[config.mk]
export PLATFORM = sky130hd
export DESIGN_NAME = pattern_timer
export DESIGN_NICKNAME = d
export VERILOG_FILES = /design/src/rtl/pattern_timer.sv
export SDC_FILE = /design/constraint.sdc
export NUM_CORES = 1
export LEC_CHECK = 0
export ABC_CLOCK_PERIOD_IN_PS = 1300
export CAP_MARGIN = 10
export CORE_AREA = 2 2 39 41
export CTS_BUF_LIST = sky130_fd_sc_hd__clkbuf_16
export DETAILED_ROUTE_END_ITERATION = 12
export DIE_AREA = 0 0 41 43
export PLACE_DENSITY = 0.46
export SYNTH_ARGS = -nofsm -noshare
export SYNTH_HDL_FRONTEND = slang
export SYNTH_SLANG_ARGS = --single-unit
[constraint.sdc]
create_clock -name clk -period 1.3 [get_ports clk]
set_input_delay 0.195 -clock clk [delete_from_list [all_inputs] [get_ports clk]]
set_output_delay 0.195 -clock clk [all_outputs]
set_load 0.02 [all_outputs]
[src/rtl/pattern_timer.sv]
// ============================================================================
// Module   : pattern_timer
// Purpose  : Loadable down-counter; done is high while the count sits at zero.
// Revision : 1.0 - initial release
// ============================================================================
`default_nettype none

module pattern_timer #(
    parameter int WIDTH = 4
) (
    input  logic             clk,
    input  logic             rst,
    input  logic             load,
    input  logic [WIDTH-1:0] value,
    output logic             done
);

    logic [WIDTH-1:0] r_count;

    always_ff @(posedge clk) begin
        if (rst) begin
            r_count <= '0;
        end else if (load) begin
            r_count <= value;
        end else if (r_count != '0) begin
            r_count <= r_count - 1'b1;
        end
    end

    assign done = (r_count == '0);

endmodule

`default_nettype wire

Word-level counts from Yosys, hierarchy flattened

Cells that the tools add are included.

Bits in registers: 4
Input port bits: 7
Output and inout port bits: 1
Logic and storage cells: 7

Add/subtract/negate cells: 1
Muxes and demuxes: 2
Reduce and logical (&&, ||, !) cells: 3

Operator list:

| cell                                              | count |
|---|---|
| 2-to-1 mux 4 bit                                  | 2 |
| zero test 4 bit                                   | 1 |
| nonzero test 4 bit                                | 1 |
| subtractor 4 x 1 -> 4 bit (second input constant) | 1 |
| nonzero test 2 bit                                | 1 |

Longest topological paths before layout

Depth after elaboration: 3
Mapped depth: 5
Mapped depth without buffers: 5

Worst setup path before layout

OpenSTA, ideal clock, no wires.

Path kind: reg-to-reg
From: register r_count[0]
To: register r_count[1]
Setup time: 0.075 ns
Arrival: 1.380 ns
Required time: 1.225 ns
Setup slack: -0.154 ns
Stages on the path, launching flop included: 6
Path buffers: 0
Period minus slack after synthesis: 1.454 ns
Path through: dfxtp_1 -> inv_1 -> ha_1 -> nor3b_4 -> mux2_2 -> o22ai_1

Word-level cells in the longest chain between the ends: 3
Elaborated cells on any way between the ends: 5
Classes of those cells: add/sub (1); mux (2); reduce/logical (2)

RTL lines:

| item                      | line | RTL |
|---|---|---|
| start: declaration        | 18   | `logic [WIDTH-1:0] r_count;` |
| start signal: assignment  | 24   | `r_count <= value;` |
| start signal: assignment  | 26   | `r_count <= r_count - 1'b1;` |
| subtractor 4 x 1 -> 4 bit | 26   |  |
| 2-to-1 mux 4 bit          | 25   | `end else if (r_count != '0) begin` |
| 2-to-1 mux 4 bit          | 23   | `end else if (load) begin` |

Parallel ways exist; a longest one is shown, timed or not. The select of a mux whose other input is x is not followed.
A chain may end at the register's enable or synchronous reset.

Final worst setup path

Ends and elaborated chain as after synthesis.

==> flow_metrics.py <==
metrics = {
    "outcome": {
        "status": "complete, but fails checks",
        "violations": "setup timing",
    },
    "power_and_ir_drop": {
        "ir_worst_vdd_uv": 651,
        "leakagePower_nw": 0.232,
        "seq_power_share_pct": 16.8,
        "clock_power_share_pct": 53.4,
        "power.share.switching_pct": 21.7,
        "power_density_nw_per_um2": 1690,
        "power_frac_comb_pct": 29.8,
        "net-switching-power_uw": 197,
        "intPower_uw": 709,
    },
    "sta": {
        "layout_worst_path_cycle_share_pct": 101,
        "achievable_clock_frequency_mhz": 761,
        "setup_viols_final": 2,
        "timing.setup.tns_ns": -0.0185,
        "period_minus_slack_ns": 1.31,
        "grt_setup_unrepaired": "yes",
        "setup_slack_ns": -0.0143,
        "final.setup_skew_ns": 0.00167,
        "timing.final.hold_violations": 0,
        "maxSlewHeadroom_pct": 86.9,
        "timing_max_transition_violations_final": 0,
        "worst-slew-pin-transition_ns": 0.196,
    },
    "floorplanning": {
        "fp.dieW_um": 41,
        "floorplan.die_area_um2": 1760,
        "num_io_pins": 8,
        "coreArea_um2": 1380,
        "rows": 14,
        "chipHeight_um": 43,
        "floorplan.initialDensity_pct": 16.5,
    },
    "finish": {
        "largest_register_ff_count": 4,
        "top_regs": "r_count (4)",
        "finish.net_count": 57,
        "largest-register": "r_count",
        "antenna_cells": 0,
        "nFillCells": 141,
        "drive_above_1_share_pct": 61.7,
        "most_common_cell_after_layout_fill_and_taps_aside": "buf_4",
        "fin_cells": 63,
        "mostFrequentLayoutCells": "buf_4 (12), clkdlybuf4s50_1 (6), nand2_1 (3), clkbuf_16 (3), dfxtp_1 (3)",
        "area_delta_synth_final_pct": 134,
    },
    "route": {
        "wirelength_um": 671,
        "vias_per_cell": 4.05,
        "routedWlPerCell_um": 10.7,
        "via_count": 255,
        "drc": 0,
        "final_antenna_net_count": 0,
        "initial_drc_count": 1,
        "drtPass1Iterations": 4,
    },
    "worst_hold_path": {
        "worstHoldPathType": "primary input to flop",
        "min-delay-start": "value[0]",
        "holdPathStages": 3,
    },
    "clock_network": {
        "cts.path.max_buffers": 2,
        "h-tree-depth": 1,
        "clockRootBuffer": "clkbuf_16",
        "clkTransAtPathRegs_ns": 0.03,
        "numClockSinks": 4,
        "tritoncts.num_buffers": 3,
        "clk-insertion-delay-late_ns": 0.23,
        "tritoncts": "yes",
    },
    "global_route": {
        "grt_first_pass_wirelength_mm": 1.16,
        "grt_antenna_before_repair": 0,
        "via_count_of_the_first_global_routing_pass": 285,
        "grt_usage_pct": 11.3,
        "grt_max_degree": 6,
        "grt_overflow_total": 0,
    },
    "yosys": {
        "gate_count_post_synth": 24,
        "net_count_after_synthesis": 32,
        "synth.cell_area_um2": 229,
        "synthesis.yosys.warnings": 0,
        "synth.avg_cell_area_um2": 9.54,
        "post_synth_num_cell_types": 14,
        "ys_ff_latch": 4,
        "seq_total_area_yosys_pct": 35.0,
    },
    "place": {
        "globalplace.congestion": 0.761,
        "place_hpwl_um": 459,
        "portBuffers": 7,
        "place_ws_ns": -0.226,
        "placed_cells_incl_taps": 56,
    },
    "worst_setup_path": {
        "criticalPathCategory": "flop to flop",
        "start_point_of_the_critical_path": "r_count[0]",
        "r2r_slack_ns": -0.01,
        "cp-start-kind": "flop",
        "worstPathRequired_ns": 1.45,
        "ff2ff_path_depth": 6,
        "arr_time_crit_path_ns": 1.47,
        "reg2reg_from": "r_count[0]",
        "critical_path.endpoint_type": "flop",
        "worst-path-max-fanout": 3,
    },
    "run": {
        "max_cap_violations": 0,
    },
}
[power by group through the flow]
stage	registers (mW)	logic, mW	clock network (mW)
after floorplan	0.154	0.113	0
after global placement	0.152	0.208	0
after detailed placement	0.153	0.210	0
after CTS	0.152	0.250	0.491
after global routing	0.154	0.296	0.502
final	0.152	0.270	0.483
[synthesized netlist by cell type (all sizes together)]
master	n	area, um2
and3b	1	10.0
dfxtp	4	80.1
ha	1	12.5
inv	2	7.51
mux2	1	11.3
nand2	3	11.3
nor2b	2	12.5
nor3	3	20.0
nor3b	1	18.8
o22ai	2	12.5
o32ai	1	8.76
or2	1	6.26
xnor2	2	17.5
[final timing paths]
check | end
setup / recovery | r_count[1]
hold / removal | r_count[0]
setup reg to reg | r_count[1]
hold reg to reg | r_count[1]
[worst max-delay path, stage by stage (launching register included)]
cell,delay (ns)
dfxtp_2,0.31
inv_2,0.07
ha_4,0.13
nor3b_4,0.22
buf_6,0.14
mux2_4,0.29
o22ai_2,0.08
[layout make-up]
cell class,count,area [um2],area share (%)
Clock buffer,3,75.1,14.0
Inverter,2,7.51,1.40
Multi-Input combinational cell,18,179,33.4
Sequential cell,4,81.3,15.2
Tap cell,16,20.0,3.74
Timing Repair Buffer,20,173,32.2
[logic make-up after synthesis]
| group | after synthesis | share of synthesized area, % |
|---|---|---|
| XOR/XNOR | 2 | 7.65 |
| flip-flops | 4 | 35.0 |
| multiplexers | 1 | 4.92 |
| adder cells (fa/ha/maj) | 1 | 5.46 |
| AND/OR/NAND/NOR | 11 | 34.4 |
| buffers and inverters | 2 | 3.28 |
| AO/OA/AOI/OAI | 3 | 9.29 |
[metal layers]
layer	wire [um]	GRT usage, %	vias to the layer above
li1	-	-	131
met1	271	10.9	109
met2	300	14.1	11
met3	76	8.38	4
met4	23	12.0	0
met5	0	0	-
[per-stage QoR]
stage	area (um2)	power, mW	hold WS (ns)	util (%)
finish	536	0.906	0.539	38.7
global placement	403	0.359	0.615	29.1
floorplan	245	0.268	0.274	-
CTS	513	0.893	0.537	37.1
detailed placement	403	0.363	0.628	29.1
global route	536	0.952	0.566	38.7
[timing repair]
action	in CTS	in global routing
gates cloned	0	0
setup endpoints to repair	2	4
resized for setup	9	2
pin swaps	2	0
hold buffers	0	0
setup buffers	3	1
Note: power is estimated with default switching activity, not from simulation.
